==> src/rtl/risc16_pkg.sv <==
// Shared RISC16 constants: default fetch widths, reset vector and the major opcode field.
package risc16_pkg;
    localparam int PC_W_DEF     = 8;
    localparam int INSTR_W_DEF  = 16;
    localparam int RESET_PC_DEF = 0;
    localparam int OPC_W        = 4;

    typedef enum logic [OPC_W-1:0] {
        OP_ADD  = 4'h0,
        OP_ADDI = 4'h1,
        OP_NAND = 4'h2,
        OP_LUI  = 4'h3,
        OP_SW   = 4'h4,
        OP_LW   = 4'h5,
        OP_BEQ  = 4'h6,
        OP_JALR = 4'h7
    } opcode_e;

    function automatic opcode_e opcode_of(input logic [INSTR_W_DEF-1:0] instr);
        return opcode_e'(instr[INSTR_W_DEF-1 -: OPC_W]);
    endfunction
endpackage

==> src/rtl/risc16_fetch_if.sv <==
// Fetch-unit bus: instruction-store read port, redirect input and decode-side handshake.
interface risc16_fetch_if
    import risc16_pkg::*;
#(
    parameter int PC_W    = PC_W_DEF,
    parameter int INSTR_W = INSTR_W_DEF
);
    logic               imem_req;
    logic [PC_W-1:0]    imem_addr;
    logic [INSTR_W-1:0] imem_rdata;
    logic               redirect_valid;
    logic [PC_W-1:0]    redirect_pc;
    logic               ir_valid;
    logic [INSTR_W-1:0] ir;
    logic [PC_W-1:0]    ir_pc;
    logic               ir_ready;

    modport master (output imem_req, imem_addr, ir_valid, ir, ir_pc,
                    input  imem_rdata, redirect_valid, redirect_pc, ir_ready);
    modport slave  (input  imem_req, imem_addr, ir_valid, ir, ir_pc,
                    output imem_rdata, redirect_valid, redirect_pc, ir_ready);
endinterface

==> src/rtl/risc16_fetch_fifo.sv <==
// Prefetch buffer: power-of-two circular FIFO with occupancy count and synchronous flush.
module risc16_fetch_fifo
    import risc16_pkg::*;
#(
    parameter int  DEPTH = 2,
    parameter int  WIDTH = PC_W_DEF + INSTR_W_DEF,
    localparam int PTR_W = $clog2(DEPTH),
    localparam int CNT_W = $clog2(DEPTH + 1)
) (
    input  logic             clk_i,
    input  logic             rst_n_i,
    input  logic             flush_i,
    input  logic             push_i,
    input  logic [WIDTH-1:0] wdata_i,
    input  logic             pop_i,
    output logic [WIDTH-1:0] head_o,
    output logic             empty_o,
    output logic [CNT_W-1:0] count_o
);
    logic [WIDTH-1:0] mem_q [DEPTH];
    logic [PTR_W-1:0] rd_ptr_q, rd_ptr_d, wr_ptr_q, wr_ptr_d;
    logic [CNT_W-1:0] cnt_q, cnt_d;
    logic             do_push, do_pop;

    // Flush wins over a same-cycle push so a killed response never lands.
    assign do_push = push_i && !flush_i;
    assign do_pop  = pop_i && (cnt_q != '0);

    always_comb begin
        rd_ptr_d = rd_ptr_q;
        wr_ptr_d = wr_ptr_q;
        cnt_d    = cnt_q;
        if (flush_i) begin
            rd_ptr_d = '0;
            wr_ptr_d = '0;
            cnt_d    = '0;
        end else begin
            if (do_push) wr_ptr_d = wr_ptr_q + 1'b1;
            if (do_pop)  rd_ptr_d = rd_ptr_q + 1'b1;
            case ({do_push, do_pop})
                2'b10:   cnt_d = cnt_q + 1'b1;
                2'b01:   cnt_d = cnt_q - 1'b1;
                default: cnt_d = cnt_q;
            endcase
        end
    end

    always_ff @(posedge clk_i or negedge rst_n_i) begin
        if (!rst_n_i) begin
            for (int i = 0; i < DEPTH; i++) mem_q[i] <= '0;
            rd_ptr_q <= '0;
            wr_ptr_q <= '0;
            cnt_q    <= '0;
        end else begin
            if (do_push) mem_q[wr_ptr_q] <= wdata_i;
            rd_ptr_q <= rd_ptr_d;
            wr_ptr_q <= wr_ptr_d;
            cnt_q    <= cnt_d;
        end
    end

    assign head_o  = mem_q[rd_ptr_q];
    assign empty_o = (cnt_q == '0);
    assign count_o = cnt_q;
endmodule

==> src/rtl/risc16_fetch.sv <==
// Instruction fetch: one outstanding read, prefetch FIFO of {word, pc}, redirect flush.
module risc16_fetch
    import risc16_pkg::*;
#(
    parameter int PC_W     = PC_W_DEF,
    parameter int INSTR_W  = INSTR_W_DEF,
    parameter int DEPTH    = 2,
    parameter int RESET_PC = RESET_PC_DEF
) (
    input  logic           clk_i,
    input  logic           rst_n_i,
    risc16_fetch_if.master bus
);
    localparam int ENT_W = INSTR_W + PC_W;
    localparam int CNT_W = $clog2(DEPTH + 1);

    logic [PC_W-1:0]  fetch_pc_q, fetch_pc_d, inflight_pc_q;
    logic             inflight_q;
    logic [ENT_W-1:0] head, last_q;
    logic             empty, pop, req;
    logic [CNT_W-1:0] count;
    logic [CNT_W:0]   committed;

    assign pop = !empty && bus.ir_ready;

    // Slots claimed after this edge if we do not request; a same-cycle pop frees one.
    assign committed = {1'b0, count} + {{CNT_W{1'b0}}, inflight_q} - {{CNT_W{1'b0}}, pop};
    assign req       = rst_n_i && !bus.redirect_valid && (committed < (CNT_W+1)'(DEPTH));

    always_comb begin
        fetch_pc_d = fetch_pc_q;
        if (bus.redirect_valid) fetch_pc_d = bus.redirect_pc;
        else if (req)           fetch_pc_d = fetch_pc_q + 1'b1;
    end

    always_ff @(posedge clk_i or negedge rst_n_i) begin
        if (!rst_n_i) begin
            fetch_pc_q    <= PC_W'(RESET_PC);
            inflight_q    <= 1'b0;
            inflight_pc_q <= '0;
            last_q        <= '0;
        end else begin
            fetch_pc_q <= fetch_pc_d;
            inflight_q <= req;
            if (req)    inflight_pc_q <= fetch_pc_q;
            if (!empty) last_q        <= head;
        end
    end

    // The in-flight word lands one cycle after its request; redirect flushes it away.
    risc16_fetch_fifo #(.DEPTH(DEPTH), .WIDTH(ENT_W)) u_fifo (
        .clk_i   (clk_i),
        .rst_n_i (rst_n_i),
        .flush_i (bus.redirect_valid),
        .push_i  (inflight_q),
        .wdata_i ({bus.imem_rdata, inflight_pc_q}),
        .pop_i   (pop),
        .head_o  (head),
        .empty_o (empty),
        .count_o (count)
    );

    assign bus.imem_req           = req;
    assign bus.imem_addr          = fetch_pc_q;
    assign bus.ir_valid           = !empty;
    assign {bus.ir, bus.ir_pc}    = empty ? last_q : head;
endmodule

==> src/flat_wrapper.sv <==
// flat-port wrapper written by rule: the top's interface ports become plain ports
module risc16_fetch_flat import risc16_pkg::*;
#(
    parameter int PC_W     = PC_W_DEF,
    parameter int INSTR_W  = INSTR_W_DEF,
    parameter int DEPTH    = 2,
    parameter int RESET_PC = RESET_PC_DEF
)
  (clk_i, rst_n_i, bus_imem_req, bus_imem_addr, bus_ir_valid, bus_ir, bus_ir_pc, bus_imem_rdata, bus_redirect_valid, bus_redirect_pc, bus_ir_ready);
  risc16_fetch_if #(.PC_W(PC_W), .INSTR_W(INSTR_W)) bus_i ();
  input  logic clk_i;
  input  logic rst_n_i;
  output wire logic [$bits(bus_i.imem_req)-1:0] bus_imem_req;
  output wire logic [$bits(bus_i.imem_addr)-1:0] bus_imem_addr;
  output wire logic [$bits(bus_i.ir_valid)-1:0] bus_ir_valid;
  output wire logic [$bits(bus_i.ir)-1:0] bus_ir;
  output wire logic [$bits(bus_i.ir_pc)-1:0] bus_ir_pc;
  input wire logic [$bits(bus_i.imem_rdata)-1:0] bus_imem_rdata;
  input wire logic [$bits(bus_i.redirect_valid)-1:0] bus_redirect_valid;
  input wire logic [$bits(bus_i.redirect_pc)-1:0] bus_redirect_pc;
  input wire logic [$bits(bus_i.ir_ready)-1:0] bus_ir_ready;
  assign bus_imem_req = bus_i.imem_req;
  assign bus_imem_addr = bus_i.imem_addr;
  assign bus_ir_valid = bus_i.ir_valid;
  assign bus_ir = bus_i.ir;
  assign bus_ir_pc = bus_i.ir_pc;
  assign bus_i.imem_rdata = bus_imem_rdata;
  assign bus_i.redirect_valid = bus_redirect_valid;
  assign bus_i.redirect_pc = bus_redirect_pc;
  assign bus_i.ir_ready = bus_ir_ready;
  risc16_fetch #(.PC_W(PC_W), .INSTR_W(INSTR_W), .DEPTH(DEPTH), .RESET_PC(RESET_PC)) u_core (.clk_i(clk_i), .rst_n_i(rst_n_i), .bus(bus_i));
endmodule
==> config.mk <==
export PLATFORM = sky130hd
export DESIGN_NAME = risc16_fetch_flat
export DESIGN_NICKNAME = d
export VERILOG_FILES = /design/src/rtl/risc16_pkg.sv /design/src/rtl/risc16_fetch_if.sv /design/src/rtl/risc16_fetch_fifo.sv /design/src/rtl/risc16_fetch.sv /design/src/flat_wrapper.sv
export SDC_FILE = /design/constraint.sdc
export NUM_CORES = 1
export LEC_CHECK = 0
export CORE_MARGIN = 1
export CORE_UTILIZATION = 30
export DETAILED_ROUTE_END_ITERATION = 10
export PLACE_DENSITY = 0.47
export SLEW_MARGIN = 20
export SYNTH_ARGS = -nofsm -noshare
export SYNTH_HDL_FRONTEND = slang
export SYNTH_SLANG_ARGS = --single-unit
==> constraint.sdc <==
create_clock -name clk_i -period 4.15 [get_ports clk_i]
set_input_delay 0.415 -clock clk_i [delete_from_list [all_inputs] [get_ports clk_i]]
set_output_delay 0.415 -clock clk_i [all_outputs]
set_load 0.03 [all_outputs]
==> results of run 1 <==
[final timing paths]
kind	end	slack, ns	cells after the start
min	u_core.last_q[12]$_DFF_PN0_	0.07	1
max in group asynchronous	u_core.inflight_pc_q[7]$_DFFE_PN0P_	2.99	2
min in group clk_i	u_core.inflight_pc_q[4]$_DFFE_PN0P_	0.50	2
max	bus_imem_req	0.57	9
max reg2reg	u_core.bus.imem_addr[6]$_DFFE_PN0P_	1.07	10
min reg2reg	u_core.inflight_pc_q[4]$_DFFE_PN0P_	0.50	2
[per-stage QoR]
step           instances  hold slack (ns)  utilization, %  instance area, µm²  total power, µW
2_1_floorplan        316            0.119               -                3930             1920
3_3_place_gp         539            0.468            37.2                4720             2270
3_5_place_dp         539            0.471            37.2                4720             2290
4_1_cts              555           0.0958            39.9                5050             3210
5_1_grt              555            0.109            39.9                5050             3360
6_report             555           0.0730            39.9                5050             3150
[metal layers]
| metal | track usage [%] | vias to the layer above |
|---|---|---|
| met5 | 0 | - |
| met4 | 4.79 | 0 |
| met3 | 5.09 | 8 |
| met2 | 21.2 | 68 |
| met1 | 18.1 | 1266 |
| li1 | - | 1223 |
[state kept, by name (all words and copies together) (netlist names)]
name and count:
u_core.bus.imem_addr 8, u_core.inflight_pc_q 8, u_core.inflight_q 1, u_core.last_q 24, u_core.u_fifo.count_o 2, u_core.u_fifo.mem_q 48
u_core.u_fifo.rd_ptr_q 1, u_core.u_fifo.wr_ptr_q 1
[cell type report]
cell class                 instances  area (µm²)
clock inverter                     5        81.3
multi-input combinational        200        1490
fill                            1236        7620
tap                              172         215
clock buffer                      11         253
sequential                        93        2330
inverter                           5        18.8
timing repair buffer              69         666
[power by group through the flow]
stage / clock (µW) / sequential, µW / combinational, µW
floorplan: 0 / 1320 / 599
global route: 974 / 1370 / 1020
global placement: 0 / 1340 / 934
CTS: 934 / 1330 / 948
detailed placement: 0 / 1350 / 943
finish: 895 / 1330 / 929
[synth_stat cells, drive strengths merged]
master,number
ha,2
o21ai,2
nand2b,1
nand3,7
a21oi,26
buf,13
clkbuf,5
a221o,1
nand2,33
nor4,1
inv,5
o311ai,10
mux2i,24
and2,1
fa,1
nor2,29
xnor2,4
or3,1
nor3,1
or2,1
o2111a,1
mux2,48
and3,2
nor2b,2
a22oi,1
dfrtp,93
xor2,1
[cells by family after synthesis]
logic type / after synthesis
xor+xnor: 5
simple gates: 79
buf+inv: 23
fa+ha+maj: 3
flops: 93
compound gates: 41
mux: 72
[critical path, delay by kind of cell, from the launching register on]
family	cells	cell delay, ns
buffers and inverters	2	0.41
DFF	1	0.47
and+or+nand+nor	5	1.20
adders and majority gates	2	0.75
==> flow_metrics.env, run 1 <==
export IMPL_run_status="finished, final reports clean"
export IMPL_clk_insertion_delay_late_ns=0.34
export IMPL_synth_seq_area_share_pct=59.2
export IMPL_synth_mux_area_fraction_pct=19.9
export IMPL_cts_num_sinks=93
export IMPL_vdd_drop_max_uv=204
export IMPL_area_growth_synth_to_final_pct=28.5
export IMPL_postSynthNetCount=347
export IMPL_final_setup_viol_count=0
export IMPL_main_combinational_cell_family_by_area_after_synthesis="multiplexers"
export IMPL_crit_chain="or2_2 -> and2_1 -> ha_1 -> nand2b_1 -> fa_1 -> nand2_1 -> or3_1 -> inv_2 -> buf_4"
export IMPL_critical_path_slowest_cell="sky130_fd_sc_hd__fa_1"
export IMPL_ant_nets=0
export IMPL_ant_diodes=0
export IMPL_p_clk_share_pct=28.4
export IMPL_power_switching_fraction_pct=30.6
export IMPL_fp_coreArea_um2=12700
export IMPL_first_pass_grt_wire_length_um=14000
export IMPL_rsz0062_at_grt="no"
export IMPL_top_layer="met4"
export IMPL_routedWlPerCell_um=14.9
export IMPL_tritoncts_buffers=9
export IMPL_drt_met1_wl_um=3800
export IMPL_chipWidth_um=116
export IMPL_dp_worst_setup_slack_ns=0.833
export IMPL_route_vias_total=2565
export IMPL_final_hold_violation_count=0
export IMPL_clockRootBuffer="sky130_fd_sc_hd__clkbuf_16"
export IMPL_routed_wirelength_um=8280
export IMPL_avgSynthCellArea_um2=12.4
export IMPL_globalRouteTotalUtil_pct=13.9
export IMPL_cp_max_fo=12
export IMPL_start_util_pct=31.0
export IMPL_port_buffer_count=61
export IMPL_most_frequent_standard_cell_in_the_layout_excluding_fill_and_tap_cells="sky130_fd_sc_hd__dfrtp_1"
export IMPL_timing_clock_skew_ns=0.00524
export IMPL_tns_ns=0
export IMPL_fmax_mhz=279
export IMPL_dp_final_hpwl_um=5310
export IMPL_count_of_routing_violations_after_the_opening_detailed_route_iteration=80
export IMPL_post_cts_resized_instances=0
export IMPL_net_switching_uw=964
export IMPL_seq_power_share_pct=42.2
export IMPL_critical_path_data_required_time_ns=3.73
export IMPL_most_common_layout_cells="sky130_fd_sc_hd__dfrtp_1 (93), sky130_fd_sc_hd__clkdlybuf4s50_1 (59), sky130_fd_sc_hd__mux2_2 (48)"
export IMPL_vias_in_the_first_global_route=2645
export IMPL_ios=62
export IMPL_die_height_um=116
export IMPL_timing_final_ws_setup_ns=0.571
export IMPL_worst_hold_path_type="in2async"
export IMPL_slew_headroom_pct=39.0
export IMPL_synth_adder_area_share_pct=1.15
export IMPL_comb_power_share_pct=29.5
export IMPL_p_leak_uw=0.00214
export IMPL_tritoncts="yes"
export IMPL_finalWeightedCongestion=0.780
export IMPL_number_of_detailed_routing_iterations_run_before_antenna_repair=5
export IMPL_antenna_violations_before_repair=0
export IMPL_met2_length_um=3820
export IMPL_postCtsSetupBuffers=0
export IMPL_regToRegStartpoint="u_core.u_fifo.count_o[1]$_DFFE_PN0P_"
export IMPL_synth_largest_type_area_fraction_pct=59.2
export IMPL_final_max_slew_violation_count=0
export IMPL_vias_per_cell=4.62
export IMPL_synth_area_leaders="sky130_fd_sc_hd__dfrtp_1 (59%), sky130_fd_sc_hd__mux2_2 (14%), sky130_fd_sc_hd__mux2i_1 (6.1%)"
export IMPL_syn_inst=316
export IMPL_cellPowerDensity_nw_per_um2=625
export IMPL_post_synth_and_or_nand_nor_area_fraction_pct=8.66
export IMPL_startpoint_type="flop"
export IMPL_drive_above_1_share_pct=21.1
export IMPL_finalWorstPathRequiredPeriod_ns=3.58
export IMPL_post_synth_xor_area_fraction_pct=1.31
export IMPL_hold_fix_buffers_at_cts=0
export IMPL_synth_cell_types=32
export IMPL_cts_path_max_buffers=2
export IMPL_h_tree_depth=3
export IMPL_drt_drc_violations_left=0
export IMPL_actual_slew_at_the_worst_max_slew_pin_ns=0.914
export IMPL_maxCapViolCount=0
export IMPL_dieArea_um2=13600
export IMPL_maximum_number_of_pins_on_one_net_before_global_route_repair=50
export IMPL_power_internal_uw=2190
export IMPL_critical_path_max_stage_delay_ns=0.48
export IMPL_syn_cell_area_um2=3930
export IMPL_grt_remaining_overflow=0
export IMPL_final_nets=409
export IMPL_dr_wl_met3_um=538
export IMPL_rows=41
export IMPL_synth_largest_area_cell="sky130_fd_sc_hd__dfrtp_1"
export IMPL_synth_ff_latch_count=93
export IMPL_worst_setup_hold_path_clk_slew_ns=0.06
export IMPL_yosys_warnings=0
export IMPL_criticalPathCategory="reg2out"
export IMPL_complex_gate_fraction_of_the_synthesized_area_pct=6.75
export IMPL_worstSetupEndpointType="output port"
export IMPL_final_min_period_over_clock_period_pct=86.2
export IMPL_worstPathArrival_ns=3.16
export IMPL_crit_start="u_core.u_fifo.count_o[1]$_DFFE_PN0P_"
No activity file was read; power rests on OpenSTA's default activity.
==> run 2, diff against run 1 <==
--- a/config.mk
+++ b/config.mk
@@ -6,9 +6,11 @@
 export NUM_CORES = 1
 export LEC_CHECK = 0
 export CORE_MARGIN = 1
-export CORE_UTILIZATION = 30
+export CORE_UTILIZATION = 47
 export DETAILED_ROUTE_END_ITERATION = 10
-export PLACE_DENSITY = 0.47
+export DONT_BUFFER_PORTS = 1
+export HOLD_SLACK_MARGIN = 0.02
+export PLACE_DENSITY = 0.59
 export SLEW_MARGIN = 20
 export SYNTH_ARGS = -nofsm -noshare
 export SYNTH_HDL_FRONTEND = slang
==> flow_metrics.env, run 2 (same netlist as run 1, synthesis figures left out) <==
export IMPL_number_of_cells_on_the_critical_path=8
export IMPL_regs_by_ff_count="u_core.u_fifo.mem_q (48), u_core.last_q (24)"
export IMPL_final_setup_viol_count=0
export IMPL_finalWorstPathRequiredPeriod_ns=3.80
export IMPL_timing_reg2reg_setup_slack_ns=0.77
export IMPL_fmax_mhz=263
export IMPL_drive_above_1_share_pct=23.8
export IMPL_vdd_drop_max_uv=225
export IMPL_ios=62
export IMPL_drt_drc_violations_left=0
export IMPL_postCtsSetupBuffers=0
export IMPL_ant_diodes=0
export IMPL_maximum_number_of_pins_on_one_net_before_global_route_repair=94
export IMPL_startpoint_type="flop"
export IMPL_cellPowerDensity_nw_per_um2=633
export IMPL_timing_clock_skew_ns=0.00846
export IMPL_regToRegStartpoint="u_core.u_fifo.count_o[1]$_DFFE_PN0P_"
export IMPL_crit_chain="or2_2 -> and2_1 -> ha_1 -> nand2b_1 -> fa_1 -> xor2_2 -> or3_1 -> inv_2"
export IMPL_finalWeightedCongestion=0.746
export IMPL_h_tree_depth=3
export IMPL_vias_per_cell=5.42
export IMPL_antenna_violations_before_repair=0
export IMPL_critical_path_n_buffers_inverters=1
export IMPL_post_cts_resized_instances=0
export IMPL_chipWidth_um=93.4
export IMPL_slew_headroom_pct=34.4
export IMPL_critical_path_max_stage_delay_ns=0.63
export IMPL_hold_fix_buffers_at_cts=2
export IMPL_dieArea_um2=8730
export IMPL_start_util_pct=49.8
export IMPL_worst_hold_path_type="in2reg"
export IMPL_routed_wirelength_um=7030
export IMPL_tritoncts="yes"
export IMPL_globalRouteTotalUtil_pct=17.7
export IMPL_tritoncts_buffers=9
export IMPL_most_frequent_standard_cell_in_the_layout_excluding_fill_and_tap_cells="sky130_fd_sc_hd__dfrtp_1"
export IMPL_final_min_period_over_clock_period_pct=91.5
export IMPL_run_status="finished, final reports clean"
export IMPL_worstPathArrival_ns=3.38
export IMPL_largest_reg_flops=48
export IMPL_crit_start="u_core.u_fifo.count_o[1]$_DFFE_PN0P_"
export IMPL_cp_max_fo=16
export IMPL_port_buffer_count=0
export IMPL_cts_num_sinks=93
export IMPL_clockRootBuffer="sky130_fd_sc_hd__clkbuf_8"
export IMPL_clk_insertion_delay_late_ns=0.35
export IMPL_actual_slew_at_the_worst_max_slew_pin_ns=0.984
export IMPL_rsz0062_at_grt="no"
export IMPL_layout_cell_area_non_filler_um2=4260
export IMPL_vias_in_the_first_global_route=2350
export IMPL_dp_final_hpwl_um=4310
export IMPL_most_common_layout_cells="sky130_fd_sc_hd__dfrtp_1 (93), sky130_fd_sc_hd__mux2_2 (48), sky130_fd_sc_hd__nand2_1 (33)"
export IMPL_timing_final_ws_setup_ns=0.352
export IMPL_worst_setup_path_endpoint="bus_imem_req"
export IMPL_worstSetupEndpointType="output port"
export IMPL_final_max_slew_violation_count=0
export IMPL_maxCapViolCount=0
export IMPL_rows=32
export IMPL_fp_coreArea_um2=7890
export IMPL_tns_ns=0
export IMPL_detailed_place_area_um2=3990
export IMPL_count_of_routing_violations_after_the_opening_detailed_route_iteration=58
export IMPL_criticalPathCategory="reg2out"
export IMPL_r2r_end="u_core.bus.imem_addr[0]$_DFFE_PN0P_"
export IMPL_critical_path_data_required_time_ns=3.73
export IMPL_final_hold_violation_count=0
export IMPL_largest_register="u_core.u_fifo.mem_q"
export IMPL_grt_remaining_overflow=0
export IMPL_routedWlPerCell_um=16.7
export IMPL_critical_path_slowest_cell="sky130_fd_sc_hd__or3_1"
export IMPL_dp_worst_setup_slack_ns=0.733
export IMPL_cts_path_max_buffers=2
export IMPL_final_nets=346
export IMPL_route_vias_total=2288
export IMPL_first_pass_grt_wire_length_um=11600
export IMPL_number_of_detailed_routing_iterations_run_before_antenna_repair=4
export IMPL_cpLargestDelayFamily="simple AND/OR/NAND/NOR gates"
export IMPL_p_leak_uw=0.00185
export IMPL_reg2reg_depth=10
export IMPL_ant_nets=0
export IMPL_worst_setup_hold_path_clk_slew_ns=0.09
export IMPL_area_growth_synth_to_final_pct=8.47
export IMPL_die_height_um=93.4
-- run 2: worst min path at each step --
| stage | startpoint | to | slack [ns] | depth (start not counted) |
|---|---|---|---|---|
| 2_1_floorplan | rst_n_i | u_core.bus.imem_addr[0]$_DFFE_PN0P_ | 0.12 | 0 |
| 3_5_place_dp | rst_n_i | u_core.u_fifo.mem_q[12]$_DFFE_PN0P_ | 0.12 | 0 |
| 5_1_grt | bus_redirect_valid | u_core.u_fifo.rd_ptr_q$_DFFE_PN0P_ | 0.1 | 1 |
| 3_3_place_gp | rst_n_i | u_core.last_q[12]$_DFF_PN0_ | 0.12 | 0 |
| 4_1_cts | bus_redirect_valid | u_core.u_fifo.count_o[0]$_DFFE_PN0P_ | 0.10 | 1 |
| 6_report | bus_redirect_valid | u_core.u_fifo.rd_ptr_q$_DFFE_PN0P_ | 0.12 | 1 |
-- run 2: per-stage QoR --
step / utilization (%) / std cells / hold WS (ns) / power, µW
2_1_floorplan: - / 316 / 0.119 / 1920
6_report: 54.0 / 422 / 0.120 / 2700
3_5_place_dp: 50.6 / 404 / 0.123 / 2030
5_1_grt: 54.0 / 422 / 0.0965 / 2860
3_3_place_gp: 50.6 / 404 / 0.122 / 2000
4_1_cts: 54.0 / 422 / 0.105 / 2730
-- run 2: per-layer routing --
layer | vias up | routed length, µm | GRT usage (%)
met1 | 1124 | 3240 | 23.2
met2 | 53 | 3220 | 27.3
li1 | 1103 | - | -
met3 | 8 | 458 | 4.88
met4 | 0 | 111 | 8.08
met5 | - | 0 | 0
-- run 2: cell type report --
cell class                 instances  area, µm²
clock inverter                     5       81.3
inverter                           5       18.8
tap                              102        128
clock buffer                      11        151
sequential                        93       2330
timing repair buffer               6       67.6
multi-input combinational        200       1490
fill                             662       3620
-- run 2: power breakdown --
group | internal, µW | leakage [µW] | switching (µW)
logic | 235 | 0.000601 | 433
registers | 1190 | 0.00114 | 156
clock network | 373 | 0.000116 | 309
total | 1800 | 0.00185 | 899
